`config.mk`:
```
export PLATFORM = sky130hd
export DESIGN_NAME = mem_arbiter
export DESIGN_NICKNAME = d
export VERILOG_FILES = /design/src/rtl/mem_arbiter.sv
export SDC_FILE = /design/constraint.sdc
export NUM_CORES = 1
export LEC_CHECK = 0
export CORE_AREA = 5 5 102 104
export DETAILED_ROUTE_END_ITERATION = 12
export DIE_AREA = 0 0 107 109
export GPL_TIMING_DRIVEN = 0
export HOLD_SLACK_MARGIN = 0.02
export PLACE_DENSITY = 0.66
export SETUP_SLACK_MARGIN = 0.5
export SYNTH_ARGS = -nofsm -noshare
export SYNTH_HDL_FRONTEND = slang
export SYNTH_SLANG_ARGS = --single-unit
```
`constraint.sdc`:
```
create_clock -name CLK -period 2.2 [get_ports CLK]
set_input_delay 0.66 -clock CLK [delete_from_list [all_inputs] [get_ports CLK]]
set_output_delay 0.66 -clock CLK [all_outputs]
set_load 0.02 [all_outputs]
```
`src/rtl/mem_arbiter.sv`:
```
// mem_arbiter: shares one single-ported RAM between instruction fetch and data
// access. Data has priority; a bounded data-grant streak forces fetch progress.
module mem_arbiter #(
  parameter int unsigned ADDR_W      = 32,
  parameter int unsigned DATA_W      = 32,
  parameter int unsigned MAX_DSTREAK = 4
) (
  input  logic              CLK,
  input  logic              nRST,
  input  logic              iREN,
  input  logic [ADDR_W-1:0] iaddr,
  output logic [DATA_W-1:0] iload,
  output logic              iwait,
  input  logic              dREN,
  input  logic              dWEN,
  input  logic [ADDR_W-1:0] daddr,
  input  logic [DATA_W-1:0] dstore,
  output logic [DATA_W-1:0] dload,
  output logic              dwait,
  output logic              ramREN,
  output logic              ramWEN,
  output logic [ADDR_W-1:0] ramaddr,
  output logic [DATA_W-1:0] ramstore,
  input  logic [DATA_W-1:0] ramload,
  input  logic [1:0]        ramstate
);

  localparam int unsigned STREAK_W = 4;
  localparam logic [STREAK_W-1:0] STREAK_MAX = STREAK_W'(MAX_DSTREAK);

  localparam logic [1:0] RAM_ACCESS = 2'd2;
  localparam logic [1:0] RAM_ERROR  = 2'd3;

  typedef enum logic [1:0] {
    IDLE = 2'd0,
    IBUS = 2'd1,
    DBUS = 2'd2
  } state_t;

  state_t               r_state;
  state_t               w_next_state;
  logic [STREAK_W-1:0]  r_dstreak;
  logic [STREAK_W-1:0]  w_next_dstreak;
  logic [STREAK_W-1:0]  w_streak_inc;
  logic                 w_dreq;
  logic                 w_icomplete;
  logic                 w_dcomplete;

  assign w_dreq       = dREN | dWEN;
  assign w_streak_inc = (r_dstreak >= STREAK_MAX) ? STREAK_MAX : r_dstreak + STREAK_W'(1);

  // Next-state, streak update and RAM/requester outputs from state and inputs
  always_comb begin
    w_next_state   = r_state;
    w_next_dstreak = r_dstreak;
    w_icomplete    = 1'b0;
    w_dcomplete    = 1'b0;
    ramREN         = 1'b0;
    ramWEN         = 1'b0;
    ramaddr        = '0;
    ramstore       = '0;
    iload          = '0;
    dload          = '0;

    case (r_state)
      IDLE: begin
        if (iREN && (r_dstreak == STREAK_MAX)) begin
          w_next_state = IBUS;
        end else if (w_dreq) begin
          w_next_state = DBUS;
        end else if (iREN) begin
          w_next_state = IBUS;
        end
      end

      IBUS: begin
        if (!iREN) begin
          // Requester withdrew: drop the strobe now, no completion
          w_next_state = IDLE;
        end else begin
          ramREN  = 1'b1;
          ramaddr = iaddr;
          if (ramstate == RAM_ACCESS) begin
            w_icomplete    = 1'b1;
            iload          = ramload;
            w_next_dstreak = '0;
            w_next_state   = IDLE;
          end else if (ramstate == RAM_ERROR) begin
            w_next_state = IDLE;
          end
        end
      end

      DBUS: begin
        if (!w_dreq) begin
          w_next_state = IDLE;
        end else begin
          ramWEN   = dWEN;
          ramREN   = dREN & ~dWEN;
          ramaddr  = daddr;
          ramstore = dstore;
          if (ramstate == RAM_ACCESS) begin
            w_dcomplete    = 1'b1;
            dload          = dWEN ? '0 : ramload;
            w_next_dstreak = iREN ? w_streak_inc : '0;
            w_next_state   = IDLE;
          end else if (ramstate == RAM_ERROR) begin
            w_next_state = IDLE;
          end
        end
      end

      default: begin
        w_next_state = IDLE;
      end
    endcase

    iwait = iREN & ~w_icomplete;
    dwait = w_dreq & ~w_dcomplete;
  end

  // State and data-streak registers
  always_ff @(posedge CLK or negedge nRST) begin
    if (!nRST) begin
      r_state   <= IDLE;
      r_dstreak <= '0;
    end else begin
      r_state   <= w_next_state;
      r_dstreak <= w_next_dstreak;
    end
  end

endmodule

```
**Word level (Yosys, flattened, before mapping)**

Cells that the tools add are included.

- Flip-flop bits (word level): 6
- Latch bits: 0
- Memory bits (writable): 0
- ROM bits: 0
- Input port bits: 135
- Output and inout bits: 132
- Word-level logic and storage cells: 62
- Memories: 0

- Add/subtract/negate cells: 1
- Multiply operators: 0
- Div/mod/pow operators: 0
- Order comparisons: 1
- Equal/unequal tests: 10
- Shift-type cells: 0
- Muxes and demuxes: 37
- Bitwise logic cells: 7
- Reduce and logical (&&, ||, !) cells: 4

Operator list:

| operator | count |
|---|---|
| $mux W32 | 11 |
| $pmux W32 S2 | 1 |
| $mux W4 | 6 |
| $mux W2 | 7 |
| $mux W1 | 9 |
| $ne A2 B2 Y1 const B | 4 |
| $pmux W4 S2 | 1 |
| $eq A2 B2 Y1 const B | 3 |
| $pmux W2 S3 | 1 |
| $reduce_and A5 Y1 | 1 |
| $add A4 B1 Y4 const B | 1 |
| $eq A4 B3 Y1 const B | 1 |
| $ge A4 B3 Y1 const B | 1 |
| $ne A4 B4 Y1 const B | 1 |
| $and A1 B1 Y1 | 3 |
| $not A1 Y1 | 3 |
| $eq A2 B1 Y1 const B | 1 |
| $logic_not A2 Y1 | 1 |
| $pmux W1 S2 | 1 |
| $reduce_bool A2 Y1 | 1 |
| $logic_and A1 B1 Y1 | 1 |
| $or A1 B1 Y1 | 1 |

**Logic depth before layout (Yosys ltp)**

- Depth in word-level cells: 6
- Depth in mapped cells: 7
- Mapped depth without buffers: 5

**Least setup slack after synthesis**

No wires, ideal clock.

- Path type: reg-to-output
- Start: reg r_state[0]
- End: out ramaddr[16]
- Data arrival time: 1,550 ps
- Data required time: 1,540 ps
- Slack: -10 ps
- Stages on the path, launching flop included: 8
- Path buffers: 2
- Path through: dfrtp_1 inv_1 ha_1 o21a_1 buf_6 buf_4 a22oi_1 nor2b_1

- Cells in the longest elaborated chain, start to end: 2
- Elaborated cells on any way between the ends: 3
- Those cells by class: eq/ne (2); mux (1)

RTL lines:

| what | line | RTL |
|---|---|---|
| from (decl) | 40 | `state_t r_state;` |
| from (signal assigned) | 128 | `r_state <= w_next_state;` |
| $eq A2 B2 Y1 / $eq A2 B1 Y1 (equally long branches) | 65 | `case (r_state)` |
| $pmux W32 S2 (*) | 65 |  |
| to (decl) | 22 | `output logic [ADDR_W-1:0] ramaddr,` |

Mark *: on every way between the ends. The rest lies on a longest branch, timed or not.

**Worst setup path after layout**

- Start: reg r_state[1]
- End: out ramaddr[30]

The elaborated chain is that of the path after synthesis.

==> results.tsv <==
stage	metric	value	unit
synth	share of the synthesized area in the top cell type	0.250	
synth	main flop type after synthesis	dfrtp_1	
power_and_ir_drop	Sw Share	0.403	
placement	Final GP Congestion	0.777	
status	outcome	complete, but fails checks	
worst_hold_path	min-delay src	r_dstreak[3]	
route	DRC	0	
cts	Max Root-Sink Buffers	2	
cells_and_area	final core utilization	0.633	
sta	Pins Over Slew Limit	0	
power_and_ir_drop	peak supply drop	0.489	mV
floorplan	starting density of the core	0.174	
floorplan	total die area	11700	um2
placement	port bufs	266	
critical_path	Worst EP arrival	1.70	ns
cts	CTS tree	yes	
cells_and_area	# diodes	0	
critical_path	crit path max fanout	6	
critical_path	CP Class	flop to primary output	
cells_and_area	Finished Cell Area	5990	um2
route	DR iter-0 viols	55	
synth	Synth warnings	0	
cells_and_area	Synth-to-Final Area Change	263	%
sta	Max Clk Rate	0.423	GHz
global_routing	Overflow after GRT	0	
power_and_ir_drop	pwr/cell area	694	nW/um2
run	count of maximum capacitance violations	0	
synth	Yosys reg bits	6	
synth	average size of a mapped cell	7.08	um2
route	number of routed nets with antenna violations	0	
floorplan	# IOs	267	
sta	WHS	0.530	ns
sta	RSZ-0062 raised after global routing	yes	
cts	hold buffers post-CTS	0	
power_and_ir_drop	combinational share of power	0.914	
critical_path	Crit path required time	1.54	ns
sta	period utilization	1.07	
cts	CTS Sinks	6	
cells_and_area	fill count	794	
power_and_ir_drop	sequential power share	0.046	
placement	DP HPWL	9310	um
critical_path	crit path from	r_state[1]	
route	via count	2889	
floorplan	Die W	107	um
sta	final setup fails	128	
route	drt pass-1 iters	4	
global_routing	vias in the first global route	3083	
cts	CTS Buf Count	3	
sta	Max-slew headroom	0.789	
global_routing	initial antenna violation count	0	
synth	synthesized cell area	1650	um2
cts	clock root buffer master	clkbuf_8	
sta	Period minus WS final	2.36	ns
status	failing checks	setup timing	
route	via density per instance	4.53	
placement	area post-placement	5170	um2
power_and_ir_drop	P_leak	2.54	nW
global_routing	GRT Total Usage	0.172	
sta	endpoints failing hold	0	
floorplan	Rows	36	
synth	asr flop ratio synth	1.00	
synth	register area share after synthesis	0.0910	
synth	Synth Net Count	374	
critical_path	FF-to-FF path depth	6	
synth	synthesized netlist cell count	233	
route	final WL	11500	um
synth	area leader, netlist	and2_1	
cts	Clock transition at path regs	0.04	ns
synth	EDFF count, synth	0	
cells_and_area	non-filler cells, final	638	
critical_path	reg2reg start	r_state[1]	
global_routing	first-pass GRT wire length	16100	um
critical_path	CP Launch Type	flop	
synth	post-synthesis cell type count	33	
cells_and_area	share of layout cells above drive strength 1	0.695	
power_and_ir_drop	clock share of power	0.039	
cts	Clk Latency, worst-skew pair	0.22	ns
cts	CTS H-tree lvls	1	
power_and_ir_drop	Int Pwr	2.48	mW
sta	post-route setup slack	-0.163	ns
synth	largest cells by area after synthesis	and2_1, a22oi_1, nor2b_1	
sta	clk_skew	0.00151	ns
power_and_ir_drop	sw power	1.68	mW
floorplan	core area	9460	um2
sta	Worst Tran Pin Value	0.316	ns
global_routing	largest net degree at the start of global routing	11	
placement	pre-CTS setup slack	-1.19	ns
floorplan	DIE HEIGHT	109	um
route	wire per inst	18.0	um
placement	DP Cell Count	613	
cells_and_area	Final nets	667	
critical_path	crit end category	primary output	
worst_hold_path	Hold Crit Depth	1	
worst_hold_path	Tightest Hold Check Type	flop to flop	
-- cell type report --
class | count | area [um2] | share of cell area
buffer | 23 | 335 | 0.0560
clock buffer | 3 | 41.3 | 0.00690
timing repair buffer | 288 | 3160 | 0.528
sequential | 6 | 153 | 0.0255
multi-input combinational | 199 | 2140 | 0.357
tap | 114 | 143 | 0.0238
inverter | 5 | 18.8 | 0.00313
-- kinds of logic (layout without fill, tap and decap cells) --
group,after synthesis,in the layout,synth area share
AND/OR/NAND/NOR,149,149,0.564
AO/OA/AOI/OAI,42,42,0.197
buffers and inverters,28,319,0.0895
multiplexers,2,2,0.0121
adder cells (fa/ha/maj),6,6,0.0455
flip-flops,6,6,0.0910
-- cell usage in the layout (no fill, tap or decap), drive strengths merged --
cell type,instances
a22o,1
and4bb,1
nor2,3
a22oi,32
nand3b,1
a21boi,2
nand2,4
clkdlybuf4s15,2
a221o,1
or2,2
a21oi,1
nor3b,1
nor4bb,1
buf,170
and3,32
nand2b,2
inv,5
clkdlybuf4s50,129
a32o,1
o2111ai,1
nor2b,34
o21ai,1
nand4b,1
mux2i,2
clkbuf,13
nor3,1
a221oi,1
ha,6
o21a,1
dfrtp,6
and2,66
-- power by group through the flow --
stage	registers (mW)	logic, mW	clock network (mW)
after detailed placement	0.187	3.08	0
after global placement	0.183	3.05	0
after CTS	0.195	3.37	0.166
after floorplan	0.179	1.93	0
after global routing	0.199	4.03	0.174
final	0.193	3.80	0.163
-- metrics by stage --
step,setup TNS (ns),power [mW]
floorplan,0,2.11
global placement,-137.86,3.23
detailed placement,-140.75,3.26
CTS,-18.07,3.73
global route,-22.00,4.41
finish,-13.90,4.16
-- cells in the mapped netlist, types with 4 or more instances --
library cell	count
and3_1	32
nor2b_1	34
inv_1	5
dfrtp_1	6
and2_1	66
clkbuf_1	6
ha_1	6
nand2_1	4
a22oi_1	32
clkbuf_2	8
buf_4	6
-- critical path: stages (launching register included) --
cell and delay (ns):
dfrtp_2 0.41, inv_2 0.07, ha_4 0.16, and2_4 0.15, buf_12 0.14, buf_12 0.13
a22oi_2 0.23, nor2b_4 0.06, buf_6 0.13
-- metal layers --
layer | global-route usage | vias to the layer above | wire, um
met3 | 0.0610 | 10 | 1140
met2 | 0.345 | 164 | 6380
met5 | 0 | - | 0
met1 | 0.170 | 1323 | 3810
met4 | 0.0338 | 0 | 129
li1 | - | 1392 | -
-- what timing repair did --
action                                  CTS  global route
endpoints found under the setup margin  138           133
pin swaps                                51            32
cloned                                    6             5
resized for setup                       784           142
buffers inserted                          5             6
-- sequential cells by signal (all words and copies together), names as in the netlist --
signal	cells
r_state	2
r_dstreak	4
-- worst paths after layout --
check	end	slack [ns]
max reg2reg	r_dstreak[1]	0.61
max	ramaddr[30]	-0.16
max in group asynchronous	r_state[1]	1.29
min reg2reg	r_dstreak[3]	0.53
min	r_dstreak[3]	0.53
min in group asynchronous	r_dstreak[2]	0.68
(Power assumes the default switching activity.)
==> RTL edit 1: new RTL, same settings <==
Reset style: synchronous (`nRST`), changed in one clocked block.
--- a/src/rtl/mem_arbiter.sv
+++ b/src/rtl/mem_arbiter.sv
@@ -122,3 +122,3 @@
   // State and data-streak registers
-  always_ff @(posedge CLK or negedge nRST) begin
+  always_ff @(posedge CLK) begin
     if (!nRST) begin
Formal check against the unedited RTL: differs if nRST is asserted again (counterexample within 4 cycles, from zero or initial values and one cycle with nRST low); with nRST held inactive, the same outputs for 10 cycles.
==> RTL edit 1 against the original RTL <==
The run still ends with setup timing left; core utilization is 2.6 points higher; synthesized cell count rose by 3.9%; wire length grew 8.7%; maximum frequency down 0.18%; final cell count is 3.3% higher; die area unchanged; sequential cell count unchanged; global-route usage grew 1.7 points; synthesized area increased by 0.61%; final area is 4.2% higher; worst setup slack worse by 4.3 ps; largest cell class unchanged.
Power is not compared: it rests on default switching activity, and its combinational part moved more than twofold at a synthesized area within 25%.
==> RTL edit 1: results (changes against the original RTL) <==
* Status: finished with violations (unchanged)
* Failing checks: setup timing (unchanged)
* CP Max Fanout at 8 (was 6)
* Synth cell types at 34 (was 33)
* Synth Instances at 242 (was 233)
* Family with the most delay on the worst path: simple AND/OR/NAND/NOR gates (was buffers and inverters)
* Dpl cells at 620 (was 613)
* Largest net degree at the start of global routing at 11 (unchanged)
* Async SR Flop Fraction at 0 (was 1.00)
* Clock buffer count from CTS at 3 (unchanged)
* Crit path max-delay cell type: and2b_4 (was dfrtp_2)
* VDD IR max at 0.456 mV
* Filler cell count at 779 (was 794)
* Arrival @ worst endpoint at 1710 ps
* Gr ovfl total at 0 (unchanged)
* Ratio of cells with drive above 1 in the final layout at 0.695 (about the same)
* Largest registers: r_dstreak (4), r_state (2) (unchanged)
* CTS root buffer: clkbuf_8 (unchanged)
* Mapped Nets at 383 (was 374)
* Dpl hpwl at 9900 um (was 9310 um)
* Worst-Margin Slew at 581 ps (was 316 ps)
* Setup Total Neg Slack at -10520 ps (was -13900 ps)
* YS warnings at 0 (unchanged)
* Number of global-route vias before repair at 2927 (was 3083)
* Hold WS at 486 ps (was 530 ps)
* Final Net Count at 688 (was 667)
* Sequential area share after synthesis at 0.0724 (was 0.0910)
* Routed WL per cell at 18.9 um (was 18.0 um)
* DP Worst Slack at -1240 ps (was -1190 ps)
* N_diodes at 0 (unchanged)
* Setup Skew at 4.62 ps (was 1.51 ps)
* Vias per std cell at 4.51 (was 4.53)
* Max stage delay on crit path at 390 ps (was 410 ps)
* Hold Path Class: reg -> reg (unchanged)
* Post-synth top cells: and2_1, nor2b_1, and3_1 (was and2_1, nor2b_1, a22oi_1, and3_1, clkbuf_2)
* Commonest register cell after synthesis: dfxtp_1 (was dfrtp_1)
* Port buffer count at 264 (was 266)
* Max clock buf depth at 2 (unchanged)
* Routing usage on met2 at 0.356 (was 0.345)
* Leakage at 2.60 nW
* # setup viols final at 113 (was 128)
* Clk Latency, worst-skew pair at 230 ps
* First-pass GRT wire length at 17400 um (was 16100 um)
* Detailed Route Iter0 Violations at 108 (was 55)
* Met1 Resource Use GR at 0.230 (was 0.170)
* GRT Total Usage at 0.190 (was 0.172)
* Synth area leaders: and2_1, a22oi_1, nor2b_1 (unchanged)
* Met3 usage at 0.0296 (was 0.0610)
* Clock slew at reported path FFs at 40 ps (about the same)
* RD Place Congestion at 0.774 (was 0.777)
* Setup ws final at -167 ps (was -163 ps)
* Finished Layout Cells at 659 (was 638)
==> RTL edit 1: layout make-up <==
type                       count  share of cell area
multi-input combinational    206               0.349
tap                          114              0.0229
sequential                     6              0.0205
clock buffer                   3             0.00662
buffer                        26              0.0724
inverter                       4             0.00321
timing repair buffer         300               0.526
==> RTL edit 1: cell families after synthesis <==
| logic type | count (synthesis) | share of synthesized area |
|---|---|---|
| AND/OR/NAND/NOR | 154 | 0.574 |
| AO/OA/AOI/OAI | 44 | 0.207 |
| buffers and inverters | 30 | 0.0890 |
| adder cells (fa/ha/maj) | 6 | 0.0452 |
| flip-flops | 6 | 0.0724 |
| multiplexers | 2 | 0.0121 |
==> RTL edit 1: worst paths after layout <==
path / cells after the start / to / slack (ps) / startpoint
hold / removal: 2 / r_dstreak[1] / 490 / r_dstreak[1]
setup / recovery: 6 / dload[17] / -170 / dWEN
setup reg to reg: 9 / r_state[0] / 420 / r_state[0]
hold reg to reg: 2 / r_dstreak[1] / 490 / r_dstreak[1]
==> RTL edit 1: power groups by stage <==
stage | registers (mW) | logic (mW) | clock network, mW
2_1_floorplan | 0.117 | 0.466 | 0
3_3_place_gp | 0.118 | 0.912 | 0
3_5_place_dp | 0.119 | 0.923 | 0
4_1_cts | 0.119 | 1.06 | 0.176
5_1_grt | 0.120 | 1.21 | 0.185
6_report | 0.120 | 1.15 | 0.173
==> RTL edit 1: what timing repair did <==
| item | 4_1_cts | 5_1_grt |
|---|---|---|
| hold buffers | 0 | 0 |
| setup buffers | 13 | 7 |
| setup endpoints to repair | 138 | 132 |
| gates cloned | 6 | 10 |
| gates resized for setup | 847 | 57 |
| pin swaps | 67 | 35 |
==> RTL edit 1: per-stage QoR <==
step | total power [mW] | area (sq um)
finish | 1.44 | 6240
global route | 1.52 | 6240
CTS | 1.35 | 5800
detailed placement | 1.04 | 5250
global placement | 1.03 | 5250
floorplan | 0.583 | 2460
==> RTL edit 1: routing by layer <==
metal | part of all wire | routed length, um
met4 | 0.013 | 160
met2 | 0.54 | 6760
met5 | 0 | 0
met3 | 0.051 | 636
met1 | 0.39 | 4910
==> RTL edit 1: worst min-delay path, delay by kind of cell, from the launching register on <==
family | cells | cell delay, ps
flip-flops | 1 | 320
AND/OR/NAND/NOR | 1 | 60
multiplexers | 1 | 60
==> RTL edit 2: new RTL, same flow settings <==
Made on the original files. Encoding of `state_t`: now one-hot (3 bits for 3 states).
--- a/src/rtl/mem_arbiter.sv
+++ b/src/rtl/mem_arbiter.sv
@@ -33,6 +33,6 @@
 
-  typedef enum logic [1:0] {
-    IDLE = 2'd0,
-    IBUS = 2'd1,
-    DBUS = 2'd2
+  typedef enum logic [2:0] {
+    IDLE = 3'b001,
+    IBUS = 3'b010,
+    DBUS = 3'b100
   } state_t;
Formal check against the unedited RTL: no difference found for any inputs over 10 cycles, from zero or initial values and one cycle with nRST low; not proved beyond that.
==> RTL edit 2 against the original RTL <==
The run still ends with setup timing left; final area fell by 5.6%; sequential cell count rose by 1; synthesized area fell by 7.2%; final cell count fell by 3.4%; sequential share of layout area rose by 0.60 points; hold slack improved by 14 ps; combinational power fell by 44%; global-route usage rose by 0.82 points; power fell by 39%; core utilization fell by 3.6 points; wire length rose by 4.7%; maximum frequency fell by 3.5%; worst setup slack got worse by 87 ps; largest cell class unchanged; highest routed layer unchanged.
==> RTL edit 2: results (changes against the original RTL) <==
* N_diodes at 0 (unchanged)
* Final wirelength at 12000 um (was 11500 um)
* Switching Share at 0.389 (was 0.403)
* Synth Area per Inst at 7.39 sq um (was 7.08 sq um)
* DP Worst Slack at -1230 ps (was -1190 ps)
* H-tree depth at 1 (unchanged)
* Synth cell types at 35 (was 33)
* Post-synth top cells: and2_1, and3_1, a22o_1 (was and2_1, nor2b_1, a22oi_1, and3_1, clkbuf_2)
* Slew headroom at 0.781 (was 0.789)
* First-pass GRT wire length at 16300 um (was 16100 um)
* Setup Total Neg Slack at -24450 ps (was -13900 ps)
* Largest registers: r_dstreak (4), r_state (3) (was r_dstreak (4), r_state (2))
* DR pass1 iterations at 4 (unchanged)
* Dpl cells at 586 (was 613)
* Clock buffer count from CTS at 3 (unchanged)
* Leakage at 2.65 nW (was 2.54 nW)
* Port buffer count at 265 (was 266)
* Post-CTS resize count at 791 (was 784)
* Mapped Nets at 344 (was 374)
* YS warnings at 0 (unchanged)
* Dpl hpwl at 9780 um (was 9310 um)
* Cell Area, Placed at 5070 sq um (was 5170 sq um)
* Met3 usage at 0.0225 (was 0.0610)
* RD Place Congestion at 0.793 (was 0.777)
* Largest net degree at the start of global routing at 11 (unchanged)
* Hold Path Class: reg -> reg (unchanged)
* Routed WL per cell at 19.5 um (was 18.0 um)
* Failing checks: setup timing (unchanged)
* Met1 Resource Use GR at 0.213 (was 0.170)
* Uppermost layer routed: met4 (unchanged)
* Synth area leaders: and2_1, a22o_1, and3_1 (was and2_1, a22oi_1, nor2b_1)
* CTS root buffer: clkbuf_8 (unchanged)
* Arrival @ worst endpoint at 1790 ps (was 1700 ps)
* Sequential area share after synthesis at 0.115 (was 0.0910)
* Status: finished with violations (unchanged)
* Detailed Route Iter0 Violations at 111 (was 55)
* VDD IR max at 0.378 mV (was 0.489 mV)
* Commonest register cell after synthesis: dfrtp_1 (unchanged)
* Routing usage on met2 at 0.345 (unchanged)
* Number of global-route vias before repair at 2758 (was 3083)
* Setup ws final at -249 ps (was -163 ps)
* Clock slew at reported path FFs at 40 ps (about the same)
* CP Max Fanout at 7 (was 6)
* M1 WL at 4590 um (was 3810 um)
* Vias per std cell at 4.46 (was 4.53)
* Ratio of cells with drive above 1 in the final layout at 0.669 (was 0.695)
* Setup Skew at 2.80 ps (was 1.51 ps)
* WL met2 at 6600 um (was 6380 um)
* Filler cell count at 816 (was 794)
* Post-CTS repair timing setup buffer count at 11 (was 5)
* Clk Latency, worst-skew pair at 240 ps (was 220 ps)
* GRT Total Usage at 0.180 (was 0.172)
* # setup viols final at 130 (was 128)
* Metal3 WL at 579 um (was 1140 um)
* Final Net Count at 640 (was 667)
## RTL edit 2: layout make-up
type                    instances  area, sq um  share of cell area
repair buffers                291         3040               0.538
plain buffers                  22          373              0.0660
flip-flops and latches          7          178              0.0315
well taps                     114          143              0.0252
clock buffers                   4         45.0             0.00797
multi-input cells             174         1860               0.329
inverters                       4         15.0             0.00266
## RTL edit 2: logic make-up (layout without fill, tap and decap cells)
family / after synthesis / after routing / share of synthesized area
adders and majority gates: 2 / 2 / 0.0164
AOI/OAI and AO/OA: 45 / 45 / 0.243
muxes: 2 / 2 / 0.0131
DFF: 7 / 7 / 0.115
and+or+nand+nor: 125 / 125 / 0.507
buffers and inverters: 26 / 321 / 0.105
## RTL edit 2: power groups by stage
stage | clock [mW] | sequential [mW] | combinational [mW]
after global routing | 0.196 | 0.248 | 2.23
after CTS | 0.191 | 0.239 | 2.03
after floorplan | 0 | 0.224 | 1.02
after global placement | 0 | 0.231 | 1.76
final | 0.190 | 0.239 | 2.12
after detailed placement | 0 | 0.235 | 1.77
## RTL edit 2: worst max-delay path, cell delays in order (launching register included)
cell and delay [ps]:
dfstp_2 560, nand2b_4 140, or2_4 130, nor2_4 50, buf_12 150, clkbuf_16 160
a22o_4 240, buf_6 130
## RTL edit 2: worst paths after layout
check | startpoint | end | slack (ps) | depth (start not counted)
min in group asynchronous | nRST | r_dstreak[2] | 690 | 1
setup / recovery | r_state[0] | ramaddr[25] | -250 | 7
hold reg to reg | r_dstreak[3] | r_dstreak[3] | 540 | 2
hold / removal | r_dstreak[3] | r_dstreak[3] | 540 | 2
setup reg to reg | r_state[0] | r_dstreak[2] | 550 | 7
max in group asynchronous | nRST | r_state[0] | 1220 | 1
